<file path="src/rtl/mdbrot_pkg.sv">
// Shared types and helpers for the Mandelbrot renderer: Q4.28 fixed point,
// the viewport FSM state enum and a saturating add/sub.
package mdbrot_pkg;

    localparam int FRAC_BITS = 28;
    localparam int H_RES_DEF = 160;
    localparam int V_RES_DEF = 120;

    typedef logic signed [31:0] fixed_t;

    typedef enum logic [2:0] {
        ST_IDLE,
        ST_BOUNDS,
        ST_DIV_X,
        ST_DIV_Y,
        ST_DONE
    } state_t;

    typedef struct packed {
        logic   ovf;
        fixed_t val;
    } sat_t;

    // 33-bit add/sub clipped to the Q4.28 range; ovf flags a clipped result.
    function automatic sat_t sat_addsub(input fixed_t a, input fixed_t b, input logic sub);
        logic [32:0] s;
        sat_t        r;
        if (sub) begin
            s = {a[31], a} - {b[31], b};
        end else begin
            s = {a[31], a} + {b[31], b};
        end
        r.ovf = s[32] ^ s[31];
        if (!r.ovf) begin
            r.val = s[31:0];
        end else if (s[32]) begin
            r.val = 32'h8000_0000;
        end else begin
            r.val = 32'h7FFF_FFFF;
        end
        return r;
    endfunction

endpackage

</file>
<file path="src/rtl/mdbrot_viewport_calc_if.sv">
// Request/result bundle between the renderer top level and the viewport calculator.
interface mdbrot_viewport_calc_if;
    import mdbrot_pkg::*;

    logic       start;
    fixed_t     center_x;
    fixed_t     center_y;
    logic [4:0] zoom_level;
    fixed_t     xmin;
    fixed_t     xmax;
    fixed_t     ymin;
    fixed_t     ymax;
    fixed_t     Xscale;
    fixed_t     Yscale;
    logic       busy;
    logic       done;
    logic       ovf;

    modport master (
        output start, center_x, center_y, zoom_level,
        input  xmin, xmax, ymin, ymax, Xscale, Yscale, busy, done, ovf
    );

    modport slave (
        input  start, center_x, center_y, zoom_level,
        output xmin, xmax, ymin, ymax, Xscale, Yscale, busy, done, ovf
    );
endinterface

</file>
<file path="src/rtl/mdbrot_serial_div.sv">
// Unsigned 32-bit / 8-bit restoring divider, one quotient bit per clock.
// The first bit is resolved on the go edge so valid rises 32 edges after go.
module mdbrot_serial_div (
    input  logic        clk,
    input  logic        rst,
    input  logic        go,
    input  logic [31:0] dividend,
    input  logic [7:0]  divisor,
    output logic        busy,
    output logic        valid,
    output logic [31:0] quotient
);
    logic [7:0]  rem_r;
    logic [7:0]  div_r;
    logic [31:0] q_r;
    logic [4:0]  cnt_r;

    logic [7:0]  rem_src;
    logic [31:0] q_src;
    logic [7:0]  d_src;
    logic [8:0]  rem_sh;
    logic [8:0]  rem_diff;
    logic [7:0]  rem_nxt;
    logic [31:0] q_nxt;

    always_comb begin
        rem_src  = go ? 8'd0 : rem_r;
        q_src    = go ? dividend : q_r;
        d_src    = go ? divisor : div_r;
        rem_sh   = {rem_src, q_src[31]};
        rem_diff = rem_sh - {1'b0, d_src};
        if (rem_sh >= {1'b0, d_src}) begin
            rem_nxt = rem_diff[7:0];
            q_nxt   = {q_src[30:0], 1'b1};
        end else begin
            rem_nxt = rem_sh[7:0];
            q_nxt   = {q_src[30:0], 1'b0};
        end
    end

    always_ff @(posedge clk) begin
        if (rst) begin
            rem_r <= '0;
            div_r <= '0;
            q_r   <= '0;
            cnt_r <= '0;
            busy  <= 1'b0;
            valid <= 1'b0;
        end else if (go) begin
            rem_r <= rem_nxt;
            div_r <= divisor;
            q_r   <= q_nxt;
            cnt_r <= 5'd31;
            busy  <= 1'b1;
            valid <= 1'b0;
        end else if (cnt_r != 5'd0) begin
            rem_r <= rem_nxt;
            q_r   <= q_nxt;
            cnt_r <= cnt_r - 5'd1;
            busy  <= (cnt_r != 5'd1);
            valid <= (cnt_r == 5'd1);
        end else begin
            valid <= 1'b0;
        end
    end

    assign quotient = q_r;
endmodule

</file>
<file path="src/rtl/mdbrot_viewport_calc.sv">
// Converts a view centre and power-of-two zoom into window bounds and
// per-pixel step sizes for the 160x120 frame.
module mdbrot_viewport_calc
    import mdbrot_pkg::*;
#(
    parameter int          H_RES       = H_RES_DEF,
    parameter int          V_RES       = V_RES_DEF,
    parameter logic [31:0] BASE_HALF_W = 32'h2000_0000
) (
    input logic                   clk,
    input logic                   rst,
    mdbrot_viewport_calc_if.slave bus
);
    localparam logic [7:0] H_DIV = 8'(H_RES);
    localparam logic [7:0] V_DIV = 8'(V_RES);

    state_t      state, state_nxt;
    fixed_t      cx_r, cy_r;
    logic [4:0]  zoom_r;
    fixed_t      xmin_r, xmax_r, ymin_r, ymax_r, xscale_r, yscale_r;
    logic        busy_r, done_r, ovf_r;

    logic        capture, ld_x, ld_y, div_go;
    logic [31:0] div_dividend;
    logic [7:0]  div_divisor;
    logic        div_busy, div_valid;
    logic [31:0] div_quotient;

    logic [31:0] hw_u, hh_u;
    sat_t        s_xmin, s_xmax, s_ymin, s_ymax;

    // Half-height is 3/4 of the half-width, truncated, for the 4:3 frame.
    assign hw_u   = BASE_HALF_W >> zoom_r;
    assign hh_u   = (hw_u >> 1) + (hw_u >> 2);
    assign s_xmin = sat_addsub(cx_r, fixed_t'(hw_u), 1'b1);
    assign s_xmax = sat_addsub(cx_r, fixed_t'(hw_u), 1'b0);
    assign s_ymin = sat_addsub(cy_r, fixed_t'(hh_u), 1'b1);
    assign s_ymax = sat_addsub(cy_r, fixed_t'(hh_u), 1'b0);

    mdbrot_serial_div u_div (
        .clk      (clk),
        .rst      (rst),
        .go       (div_go),
        .dividend (div_dividend),
        .divisor  (div_divisor),
        .busy     (div_busy),
        .valid    (div_valid),
        .quotient (div_quotient)
    );

    always_ff @(posedge clk) begin
        if (rst) begin
            state <= ST_IDLE;
        end else begin
            state <= state_nxt;
        end
    end

    always_comb begin
        state_nxt    = state;
        capture      = 1'b0;
        ld_x         = 1'b0;
        ld_y         = 1'b0;
        div_go       = 1'b0;
        div_dividend = '0;
        div_divisor  = '0;
        case (state)
            ST_IDLE: begin
                if (bus.start) begin
                    capture   = 1'b1;
                    state_nxt = ST_BOUNDS;
                end
            end
            ST_BOUNDS: begin
                // Widths come from the unsaturated half-sizes, not the clipped bounds.
                div_go       = 1'b1;
                div_dividend = hw_u << 1;
                div_divisor  = H_DIV;
                state_nxt    = ST_DIV_X;
            end
            ST_DIV_X: begin
                if (div_valid && !div_busy) begin
                    ld_x         = 1'b1;
                    div_go       = 1'b1;
                    div_dividend = hh_u << 1;
                    div_divisor  = V_DIV;
                    state_nxt    = ST_DIV_Y;
                end
            end
            ST_DIV_Y: begin
                if (div_valid && !div_busy) begin
                    ld_y      = 1'b1;
                    state_nxt = ST_DONE;
                end
            end
            ST_DONE: begin
                if (!bus.start) begin
                    state_nxt = ST_IDLE;
                end
            end
            default: state_nxt = ST_IDLE;
        endcase
    end

    always_ff @(posedge clk) begin
        if (rst) begin
            cx_r     <= '0;
            cy_r     <= '0;
            zoom_r   <= '0;
            xmin_r   <= '0;
            xmax_r   <= '0;
            ymin_r   <= '0;
            ymax_r   <= '0;
            xscale_r <= '0;
            yscale_r <= '0;
            busy_r   <= 1'b0;
            done_r   <= 1'b0;
            ovf_r    <= 1'b0;
        end else begin
            if (capture) begin
                cx_r   <= bus.center_x;
                cy_r   <= bus.center_y;
                zoom_r <= (bus.zoom_level > 5'd29) ? 5'd29 : bus.zoom_level;
                ovf_r  <= 1'b0;
            end
            if (state == ST_BOUNDS) begin
                xmin_r <= s_xmin.val;
                xmax_r <= s_xmax.val;
                ymin_r <= s_ymin.val;
                ymax_r <= s_ymax.val;
                ovf_r  <= s_xmin.ovf | s_xmax.ovf | s_ymin.ovf | s_ymax.ovf;
            end
            if (ld_x) begin
                xscale_r <= div_quotient;
            end
            if (ld_y) begin
                yscale_r <= div_quotient;
            end
            busy_r <= (state_nxt == ST_BOUNDS) || (state_nxt == ST_DIV_X) || (state_nxt == ST_DIV_Y);
            done_r <= (state_nxt == ST_DONE);
        end
    end

    assign bus.xmin   = xmin_r;
    assign bus.xmax   = xmax_r;
    assign bus.ymin   = ymin_r;
    assign bus.ymax   = ymax_r;
    assign bus.Xscale = xscale_r;
    assign bus.Yscale = yscale_r;
    assign bus.busy   = busy_r;
    assign bus.done   = done_r;
    assign bus.ovf    = ovf_r;
endmodule

</file>
<file path="src/flat_wrapper.sv">
// flat-port wrapper written by rule: the top's interface ports become plain ports
module mdbrot_viewport_calc_flat import mdbrot_pkg::*;
#(
    parameter int          H_RES       = H_RES_DEF,
    parameter int          V_RES       = V_RES_DEF,
    parameter logic [31:0] BASE_HALF_W = 32'h2000_0000
)
  (clk, rst, bus_start, bus_center_x, bus_center_y, bus_zoom_level, bus_xmin, bus_xmax, bus_ymin, bus_ymax, bus_Xscale, bus_Yscale, bus_busy, bus_done, bus_ovf);
  mdbrot_viewport_calc_if bus_i ();
  input logic clk;
  input logic rst;
  input wire logic [$bits(bus_i.start)-1:0] bus_start;
  input wire logic [$bits(bus_i.center_x)-1:0] bus_center_x;
  input wire logic [$bits(bus_i.center_y)-1:0] bus_center_y;
  input wire logic [$bits(bus_i.zoom_level)-1:0] bus_zoom_level;
  output wire logic [$bits(bus_i.xmin)-1:0] bus_xmin;
  output wire logic [$bits(bus_i.xmax)-1:0] bus_xmax;
  output wire logic [$bits(bus_i.ymin)-1:0] bus_ymin;
  output wire logic [$bits(bus_i.ymax)-1:0] bus_ymax;
  output wire logic [$bits(bus_i.Xscale)-1:0] bus_Xscale;
  output wire logic [$bits(bus_i.Yscale)-1:0] bus_Yscale;
  output wire logic [$bits(bus_i.busy)-1:0] bus_busy;
  output wire logic [$bits(bus_i.done)-1:0] bus_done;
  output wire logic [$bits(bus_i.ovf)-1:0] bus_ovf;
  assign bus_i.start = bus_start;
  assign bus_i.center_x = bus_center_x;
  assign bus_i.center_y = bus_center_y;
  assign bus_i.zoom_level = bus_zoom_level;
  assign bus_xmin = bus_i.xmin;
  assign bus_xmax = bus_i.xmax;
  assign bus_ymin = bus_i.ymin;
  assign bus_ymax = bus_i.ymax;
  assign bus_Xscale = bus_i.Xscale;
  assign bus_Yscale = bus_i.Yscale;
  assign bus_busy = bus_i.busy;
  assign bus_done = bus_i.done;
  assign bus_ovf = bus_i.ovf;
  mdbrot_viewport_calc #(.H_RES(H_RES), .V_RES(V_RES), .BASE_HALF_W(BASE_HALF_W)) u_core (.clk(clk), .rst(rst), .bus(bus_i));
endmodule
</file>
<file path="config.mk">
export PLATFORM = sky130hd
export DESIGN_NAME = mdbrot_viewport_calc_flat
export DESIGN_NICKNAME = d
export VERILOG_FILES = /design/src/rtl/mdbrot_pkg.sv /design/src/rtl/mdbrot_viewport_calc_if.sv /design/src/rtl/mdbrot_serial_div.sv /design/src/rtl/mdbrot_viewport_calc.sv /design/src/flat_wrapper.sv
export SDC_FILE = /design/constraint.sdc
export NUM_CORES = 1
export LEC_CHECK = 0
export CAP_MARGIN = 20
export CORE_MARGIN = 3
export CORE_UTILIZATION = 60
export DETAILED_ROUTE_END_ITERATION = 7
export PLACE_DENSITY_LB_ADDON = 0.3
export SYNTH_ARGS = -nofsm -noshare
export SYNTH_HDL_FRONTEND = slang
export SYNTH_HIERARCHICAL = 1
export SYNTH_SLANG_ARGS = --single-unit
</file>
<file path="constraint.sdc">
create_clock -name clk -period 16.6 [get_ports clk]
set_input_delay 4.15 -clock clk [delete_from_list [all_inputs] [get_ports clk]]
set_output_delay 4.15 -clock clk [all_outputs]
set_load 0.03 [all_outputs]
</file>
-- After elaboration in Yosys (flattened, before gate mapping)
Cells that the tools add are included.
- flip-flop bits (word level): 322
- input port bits: 72
- output and inout bits: 195
- word-level logic and storage cells: 95
- add/subtract/negate cells: 7
- magnitude comparators: 2
- equality and inequality tests: 10
- shift operators: 1
- multiplexer cells: 39
- bitwise gates (word level): 8
- reductions and logical operators: 9
- operators with widths (kind ; count):
    32-bit two-way mux ; 12
    32-bit by 32-bit adder with 33-bit output ; 2
    32-bit by 32-bit subtractor with 33-bit output ; 2
    32-bit one-hot mux with 2 select lines ; 1
    8-bit two-way mux ; 5
    31-bit by 30-bit adder with 32-bit output ; 1
    30-bit by 5-bit right shift with 32-bit output (first input constant) ; 1
    8-bit one-hot mux with 2 select lines ; 1
    5-bit two-way mux ; 3
    3-bit one-hot mux with 5 select lines ; 1
    3-bit by 2-bit equality test with 1-bit output (second input constant) ; 4
    3-bit two-way mux ; 4
    1-bit two-way mux ; 10
    9-bit by 8-bit greater-or-equal comparator with 1-bit output ; 1
    8-bit subtractor ; 1
    7-bit two-way mux ; 1
    3-bit by 1-bit equality test with 1-bit output (second input constant) ; 2
    3-bit equality test (second input constant) ; 2
    5-bit by 1-bit equality test with 1-bit output (second input constant) ; 1
    5-bit > comparator (second input constant) ; 1
    5-bit by 1-bit inequality test with 1-bit output (second input constant) ; 1
    5-bit nonzero test ; 1
    5-bit by 1-bit subtractor with 5-bit output (second input constant) ; 1
    2-bit nonzero test ; 2
    other kinds (9) ; 15

-- Depth between registers and ports, before layout
Gate-level depths: netlist of the first run.
- depth in word-level cells: 9
- gate-level depth with buffers: 31
- gate-level depth less buffers: 28

-- Cells and area by module
Netlist of the first run, hierarchy kept.
- by module, submodules not included (module ; times used ; cells each ; area each (µm²) ; sequential area each (µm²)):
    mdbrot_viewport_calc ; 1 ; 2511 ; 18770.5 ; 5345.1
    mdbrot_serial_div ; 1 ; 296 ; 2677.6 ; 1101.1

-- Worst setup path after synthesis of the first run
OpenSTA, ideal clock, no wires.
- kind: register to register
- start: register u_core.zoom_r[1]
- end: register u_core.ymin_r[10] (netlist: u_core/bus.ymin[10])
- setup time: 0.132 ns
- arrival: 5.910 ns
- required time: 16.468 ns
- path slack: 10.558 ns
- stages on the path, launching flop included: 31
- buffers on the path: 3
- clock period less this slack: 6.042 ns
- path through: dfxtp_1 -> clkbuf_1 -> nor2b_1 -> and2_1 -> nand3_1 -> inv_1 -> ha_1 -> inv_1 -> fa_1 -> nor2b_1 -> o31a_1 -> o2111ai_1 -> a31o_2 -> o21a_1 -> o31ai_1 -> a21o_1 -> a21oi_1 -> xor2_1 -> inv_1 -> ha_1 -> buf_2 -> nor2b_1 -> or2_2 -> or4_1 -> a21o_1 -> a21oi_2 -> xnor2_2 -> nand2_2 -> buf_2 -> a21oi_1 -> nor3_1
- longest elaborated chain between the ends: 5
- elaborated cells between the ends (all ways): 6
- classes of those cells: add/sub (2); shift (1); mux (2); bitwise (1)
- RTL lines (item ; line ; source):
    from (decl) ; mdbrot_viewport_calc.sv:19 ; logic [4:0] zoom_r;
    from (signal assigned) ; mdbrot_viewport_calc.sv:123 ; zoom_r <= (bus.zoom_level > 5'd29) ? 5'd29 : bus.zoom_level;
    30-bit by 5-bit right shift with 32-bit output (*) ; mdbrot_viewport_calc.sv:33 ; assign hw_u = BASE_HALF_W >> zoom_r;
    31-bit by 30-bit adder with 32-bit output (*) ; mdbrot_viewport_calc.sv:34 ; assign hh_u = (hw_u >> 1) + (hw_u >> 2);
    32-bit by 32-bit subtractor with 33-bit output (*) ; mdbrot_pkg.sv:29 ; s = {a[31], a} - {b[31], b};
    32-bit two-way mux / 1-bit XOR (equally long branches) ; mdbrot_pkg.sv:36, mdbrot_pkg.sv:33 ;
    32-bit two-way mux (*) ; mdbrot_pkg.sv:34 ; if (!r.ovf) begin
    to (signal assigned) ; mdbrot_viewport_calc.sv:129 ; ymin_r <= s_ymin.val;
    to (decl) ; mdbrot_viewport_calc.sv:20 ; fixed_t xmin_r, xmax_r, ymin_r, ymax_r, xscale_r, yscale_r;
Every way passes the cells marked *; elsewhere a longest branch is shown, timed or not.
A chain may end at the register's enable or synchronous reset.

-- Final worst setup path of the first run
- start: register u_core.zoom_r[1]
- end: register u_core.ymax_r[9] (netlist: u_core/bus.ymax[9])
- longest elaborated chain between the ends: 5
- elaborated cells between the ends (all ways): 6
- classes of those cells: add/sub (2); shift (1); mux (2); bitwise (1)
- RTL lines (item ; line ; source):
    30-bit by 5-bit right shift with 32-bit output (*) ; mdbrot_viewport_calc.sv:33 ;
    31-bit by 30-bit adder with 32-bit output (*) ; mdbrot_viewport_calc.sv:34 ;
    32-bit by 32-bit adder with 33-bit output (*) ; n/a ;
    32-bit two-way mux / 1-bit XOR (equally long branches) ; mdbrot_pkg.sv:36, mdbrot_pkg.sv:33 ;
    32-bit two-way mux (*) ; mdbrot_pkg.sv:34 ;
    to (signal assigned) ; mdbrot_viewport_calc.sv:130 ; ymax_r <= s_ymax.val;
    to (decl) ; mdbrot_viewport_calc.sv:20 ;
Marked as above.

==> results.toml, run 1 <==
[sta]
slew-limit-headroom_pct = 31.29
setup_tns_ps = 0
max_freq_mhz = 129.6
final-hold-violation-count = 0
rsz0062_at_grt = "false"
fin_crit_sh_pct = 46.47
max_slew.worst_pin.slew_ps = 1031
fin_skew_ps = 20.11
setup_viol = 0
maxSlewViolCount = 0
min_period_ps = 7713

[setup_path]
critPathCaptureType = "register"
cp_slowest_cell = "xnor2_2"
rr_startpoint = "u_core/zoom_r[1]"
max_stage_delay_ps = 700
worst-path-max-fanout = 15
cp.required_ps = 16990
cp_common_cell = "inv_1"
start_kind = "register"
rrSetupSlack_ps = 8890
worst-endpoint-arrival_ps = 8100
r2r_cells = 29
r2r_end = "u_core/bus.ymax[9]"
crit_type = "register to register"

[clock_network]
cts_buffers = 36
postCtsSetupBuffers = 0
cts_resized = 0
cts_buffer_depth = 3
clk-insertion-delay-late_ps = 560
ctsHoldBuffers = 0
clk_pin_slew_ps = 60
clkSinkCount = 322
htree_levels = 2
cts_root_buf = "clkbuf_16"
tritoncts = "yes"

[die]
die-area_mm2 = 0.03805
initial_core_util_pct = 61.48
num_rows = 68
ios = 267
core_mm2 = 0.03488
die_w_um = 195.1
die_height_um = 195.1

[route]
num_vias = 22168
wire_per_inst_um = 22.66
wl_um = 78050
ant_nets = 0
drcViolationCount = 0
first_pass_iters = 6
drt_iter0_drc = 2268
routed_via_density = 6.435

[min_path]
hp-class = "register to register"
holdPathStages = 2
hold_end = "u_core/bus.Xscale[14]"
min-delay-start = "u_core/bus.Xscale[14]"

[logic_synthesis]
synth_area_per_cell_um2 = 7.641
synth_cell_type_count = 99
syn-cell-area_mm2 = 0.02145
synth.yosys.seq_area_share_pct = 30.05
ys.flop_type = "dfxtp_1"
synthArstFlopShare_pct = 0
synthCells = 2807
synth_edf_count = 0
ys_warn_count = 6
synth_seq_cells = 322

[placement]
dp_cells = 3378
placed_cell_area_mm2 = 0.02410
hpwl_um = 58270
place.gp.congestion = 1.046
placement.io_buffers = 266

[global_routing]
grt_use_total_pct = 38.89
grt_overflow = 0
met3_usage_pct = 7.937
grt_pass1_vias = 21208
grt_max_degree = 141
grtUsageMet2_pct = 63.91
grt_pass1_wl_um = 119700
top_usage_layer = "met2"
antenna_found_initial = 2
use_met1_pct = 48.14

[power_and_ir_drop]
power.density_mw_per_mm2 = 107.9
p_leak_uw = 0.009950
ir_worst_vdd_v = 0.0001147
total_power_uw = 2734

[final_layout]
fillers = 2734
layout-drive-gt1-share_pct = 5.217
design_area_mm2 = 0.02534
finalNonFillerCells = 3445
n_antenna_cell = 0
synthToLayoutAreaGrowth_pct = 18.12
multi_input_area_mm2 = 0.01366
nNetsFinal = 3199
seq_area_mm2 = 0.006446
post-route-util_pct = 72.63

[run_status]
status = "finished, final reports clean"

[flow_run]
maxCapViolations = 0
## final cells by class
cell class	instances	share of cell area [%]
inverter	147	2.188
clock inverter	18	0.8297
sequential	322	25.44
clock buffer	48	4.010
tap	455	2.247
timing repair buffer	293	11.36
multi-input combinational	2162	53.92
## registers in the layout (all words and copies together), names as in the netlist, 3 cells and up
name                   count
u_core/bus.xmin           32
u_core/u_div/rem_r         8
u_core/cx_r               32
u_core/bus.Yscale         32
u_core/bus.ymax           32
u_core/u_div/quotient     32
u_core/u_div/cnt_r         5
u_core/cy_r               32
u_core/bus.Xscale         32
u_core/bus.xmax           32
u_core/zoom_r              5
u_core/state               3
u_core/u_div/div_r         8
u_core/bus.ymin           32
## placed cells by master (no fill, tap or decap), types with 8 or more instances in the layout
master	Yosys	routed
and3_1	11	11
mux2i_1	15	15
o21a_1	16	16
nand3_1	43	43
xnor2_1	116	116
nor2_1	254	253
nand4_1	11	11
xor2_1	25	25
nor2b_1	40	40
buf_4	12	26
or2_2	8	8
o21ai_0	84	84
a31oi_1	18	18
a211oi_1	84	84
a21oi_1	330	330
a221oi_1	8	8
nand2b_1	22	22
a21o_1	31	31
nor3_1	52	51
o21bai_1	28	28
o211ai_1	25	25
clkdlybuf4s50_1	0	265
o31ai_1	18	18
o22ai_1	67	67
inv_1	143	143
clkinv_2	0	8
ha_1	159	159
maj3_1	40	40
dfxtp_1	322	322
and2_1	10	10
a22oi_1	38	38
or3_1	13	13
clkbuf_16	0	36
nand2_1	437	434
## worst max path at each step
stage,from,end,slack (ps),cells after the start
6_report,u_core/zoom_r[1],u_core/bus.ymax[9],8890,29
3_5_place_dp,u_core/zoom_r[1],u_core/bus.ovf,9120,28
3_3_place_gp,u_core/zoom_r[1],u_core/bus.ymax[21],9100,28
5_1_grt,u_core/zoom_r[1],u_core/bus.ymax[27],8480,29
2_1_floorplan,u_core/zoom_r[1],u_core/bus.ymin[10],10560,30
4_1_cts,u_core/zoom_r[1],u_core/bus.ovf,9060,28
## synth_stat cells, drive strengths merged, types with 5 or more instances
| library cell | count | area, um2 |
|---|---|---|
| o31ai | 19 | 156.4 |
| a21o | 32 | 241.5 |
| a2111oi | 8 | 145.1 |
| o31a | 6 | 52.55 |
| nand2 | 438 | 1647 |
| or3 | 13 | 81.33 |
| mux2i | 15 | 150.1 |
| nor4 | 8 | 65.06 |
| buf | 62 | 377.9 |
| and2 | 11 | 71.32 |
| nand2b | 23 | 151.4 |
| a211o | 7 | 61.31 |
| nor2b | 40 | 250.2 |
| a21boi | 7 | 52.55 |
| or2 | 11 | 68.82 |
| a22oi | 38 | 285.3 |
| xor2 | 25 | 219.0 |
| a211oi | 91 | 718.2 |
| nand4 | 11 | 68.82 |
| o21ai | 91 | 459.2 |
| a21oi | 337 | 1728 |
| xnor2 | 118 | 1049 |
| a31oi | 19 | 125.1 |
| nor2 | 255 | 959.7 |
| clkbuf | 118 | 445.4 |
| nand3 | 43 | 215.2 |
| o22ai | 67 | 419.2 |
| nor3 | 53 | 270.3 |
| o211ai | 26 | 200.2 |
| inv | 143 | 536.8 |
| ha | 159 | 1989 |
| dfxtp | 322 | 6446 |
| maj3 | 44 | 445.4 |
| fa | 6 | 120.1 |
| a31o | 6 | 52.55 |
| o2111ai | 5 | 43.79 |
| o41ai | 6 | 67.56 |
| and3 | 11 | 68.82 |
| o21a | 16 | 120.1 |
| o21bai | 28 | 210.2 |
| a221oi | 9 | 85.08 |
## logic make-up (layout without fill, tap and decap cells)
kind of cell / Yosys count / count (layout) / share of synthesized area [%]
compound gates: 848 / 848 / 25.67
xor+xnor: 143 / 143 / 5.909
fa+ha+maj: 209 / 209 / 11.91
buf+inv: 327 / 506 / 6.411
flops: 322 / 322 / 30.05
mux: 17 / 17 / 0.8050
other cells: 1 / 5 / 0.01748
simple gates: 940 / 940 / 19.22
## per-stage QoR
step | hold slack [ps] | setup slack, ps
after floorplan | 441.9 | 10560
after CTS | 459.4 | 9059
after detailed placement | 448.7 | 9117
final | 457.0 | 8887
after global placement | 441.6 | 9101
after global routing | 472.8 | 8483
## metal layers
| metal | share of wire (%) | vias to the layer above | wire length (um) |
|---|---|---|---|
| li1 | - | 10108 | - |
| met1 | 39 | 10519 | 30110 |
| met2 | 46 | 1254 | 36120 |
| met3 | 9.1 | 283 | 7129 |
| met4 | 6.0 | 4 | 4647 |
| met5 | 0.047 | - | 37 |
## worst max-delay path: cells and delay by family, from the launching register on
| kind | cells | cell delay (ps) |
|---|---|---|
| simple gates | 7 | 1490 |
| buf+inv | 4 | 620 |
| flops | 1 | 490 |
| compound gates | 13 | 2740 |
| fa+ha+maj | 3 | 1090 |
| xor+xnor | 2 | 1100 |
## power breakdown
group          switching [uW]  internal, uW  leakage [uW]
Combinational             649           362       0.00672
Sequential               55.3           834       0.00262
Clock                     348           484      0.000606
Power figures use the tool's default switching activity.
==> run 2: changes to the inputs <==
CORE_UTILIZATION = 57   (was 60)
clock period = 7.11 ns   (was 16.6 ns; I/O delays follow)
==> results.toml, run 2 (synthesis gave the netlist of run 1 again) <==
[global_routing]
grt_use_total_pct = 37.90
grt_max_degree = 111
antenna_found_initial = 0
grt_overflow = 0
grt_pass1_wl_um = 117900
grt_pass1_vias = 20447

[power_and_ir_drop]
clockPowerShare_pct = 30.0
intPower_uw = 3924
p_switching_uw = 2407
p_leak_uw = 0.01007
sw_frac_of_total_pct = 38.02
p_seq_share_pct = 32.8
combPwrFrac_pct = 37.2
ir_worst_vdd_v = 0.0002698
power.density_mw_per_mm2 = 247.2

[min_path]
holdPathStages = 2
min-delay-start = "u_core/bus.Xscale[28]"
hp-class = "register to register"
hold_end = "u_core/bus.Xscale[28]"

[setup_path]
worst-path-max-fanout = 14
rr_startpoint = "u_core/zoom_r[2]"
cp_slowest_cell = "dfxtp_1"
crit_type = "register to register"
timing.critical_path.buf_inv = 5
cp.required_ps = 7580
start_kind = "register"
critPathCaptureType = "register"
r2r_cells = 28
cp_common_cell = "inv_1"
r2r_end = "u_core/bus.ymax[12]"
critical-path-top-delay-family = "compound AO/OA/AOI/OAI gates"
worst-endpoint-arrival_ps = 7240
rrSetupSlack_ps = 340
max_stage_delay_ps = 540

[clock_network]
tritoncts = "yes"
cts_buffer_depth = 3
cts_buffers = 36
cts_root_buf = "clkbuf_16"
clk-insertion-delay-late_ps = 560
clkSinkCount = 322
clk_pin_slew_ps = 60
htree_levels = 2
ctsHoldBuffers = 0

[die]
initial_core_util_pct = 58.17
num_rows = 70
die-area_mm2 = 0.03999
die_w_um = 200.0
die_height_um = 200.0
core_mm2 = 0.03687
ios = 267

[final_layout]
post-route-util_pct = 69.47
layout_commonest_cell = "nand2_1"
nNetsFinal = 3227
mostFrequentLayoutCells = "nand2_1, a21oi_1, dfxtp_1"
synthToLayoutAreaGrowth_pct = 19.43
layout-drive-gt1-share_pct = 6.167
n_antenna_cell = 0

[route]
wire_per_inst_um = 22.41
num_vias = 21795
ant_nets = 0
first_pass_iters = 6
drcViolationCount = 0
wl_um = 78890
drt_iter0_drc = 2244
routed_via_density = 6.192

[sta]
maxSlewViolCount = 0
final-hold-violation-count = 0
fin_crit_sh_pct = 95.26
fin_skew_ps = 16.19
rsz0062_at_grt = "false"
max_freq_mhz = 147.6
min_period_ps = 6773
setup_tns_ps = 0
max_slew.worst_pin.slew_ps = 956.1
slew-limit-headroom_pct = 36.03
setup_viol = 0

[placement]
placement.io_buffers = 266
place.gp.congestion = 1.018
hpwl_um = 60650

[flow_run]
maxCapViolations = 0

[run_status]
status = "finished, final reports clean"
==> run 2: power by group through the flow <==
stage,clock network [uW],registers [uW],logic [uW]
after floorplan,0,2210,1470
after global placement,0,2100,2250
after detailed placement,0,2110,2280
after CTS,1920,2070,2300
after global routing,1990,2090,2500
final,1900,2070,2360
==> run 2: metal layers <==
metal	track usage, %	part of all wire, %	routed length, um	vias to the layer above
li1	-	-	-	10168
met1	47.28	40	31440	10384
met2	62.38	46	36610	1033
met3	6.798	7.8	6162	210
met4	20.81	5.9	4673	0
met5	0	0	0	-
==> run 2: area by class of cell <==
type                       count  area (um2)
multi-input combinational   2162       13680
timing repair buffer         321        3093
sequential                   322        6447
clock inverter                 9       108.9
clock buffer                  55        1102
inverter                     147       554.3
tap                          504       630.6
fill                        3019       11260
==> run 2: worst max-delay path by stage <==
stage,from,slack (ps),to,cells after the start
finish,u_core/zoom_r[2],340,u_core/bus.ymax[12],28
global route,u_core/zoom_r[1],70,u_core/bus.ymax[12],29
CTS,u_core/zoom_r[1],160,u_core/bus.ymax[15],28
detailed placement,u_core/zoom_r[1],190,u_core/bus.ymax[15],28
global placement,u_core/zoom_r[1],610,u_core/bus.ymax[19],27
floorplan,u_core/zoom_r[1],1070,u_core/bus.ymin[10],30
==> run 2: stage by stage <==
stage / total power (uW) / setup WS, ps / std cells / area [um2] / hold slack (ps)
after global routing: 6580 / 69.77 / 3520 / 25620 / 464.9
after detailed placement: 4390 / 189.2 / 3452 / 24340 / 445.8
after global placement: 4350 / 614.0 / 3452 / 24340 / 438.1
after CTS: 6285 / 159.1 / 3516 / 25550 / 453.9
final: 6331 / 336.9 / 3520 / 25620 / 453.2
after floorplan: 3674 / 1068 / 2811 / 21460 / 441.9
==> run 2: worst reg2reg max path, delay by kind of cell, from the launching register on <==
kind	cells	cell delay, ps
AND/OR/NAND/NOR	4	850
XOR/XNOR	2	350
buffers and inverters	5	760
flip-flops	1	540
adder cells (fa/ha/maj)	4	1340
AO/OA/AOI/OAI	13	2830
==> run 2: repair_timing <==
item | in CTS | in global routing
endpoints found under the setup margin | 0 | 62
buffers inserted | 0 | 3
resized for setup | 0 | 5
hold endpoints to repair | 0 | 0
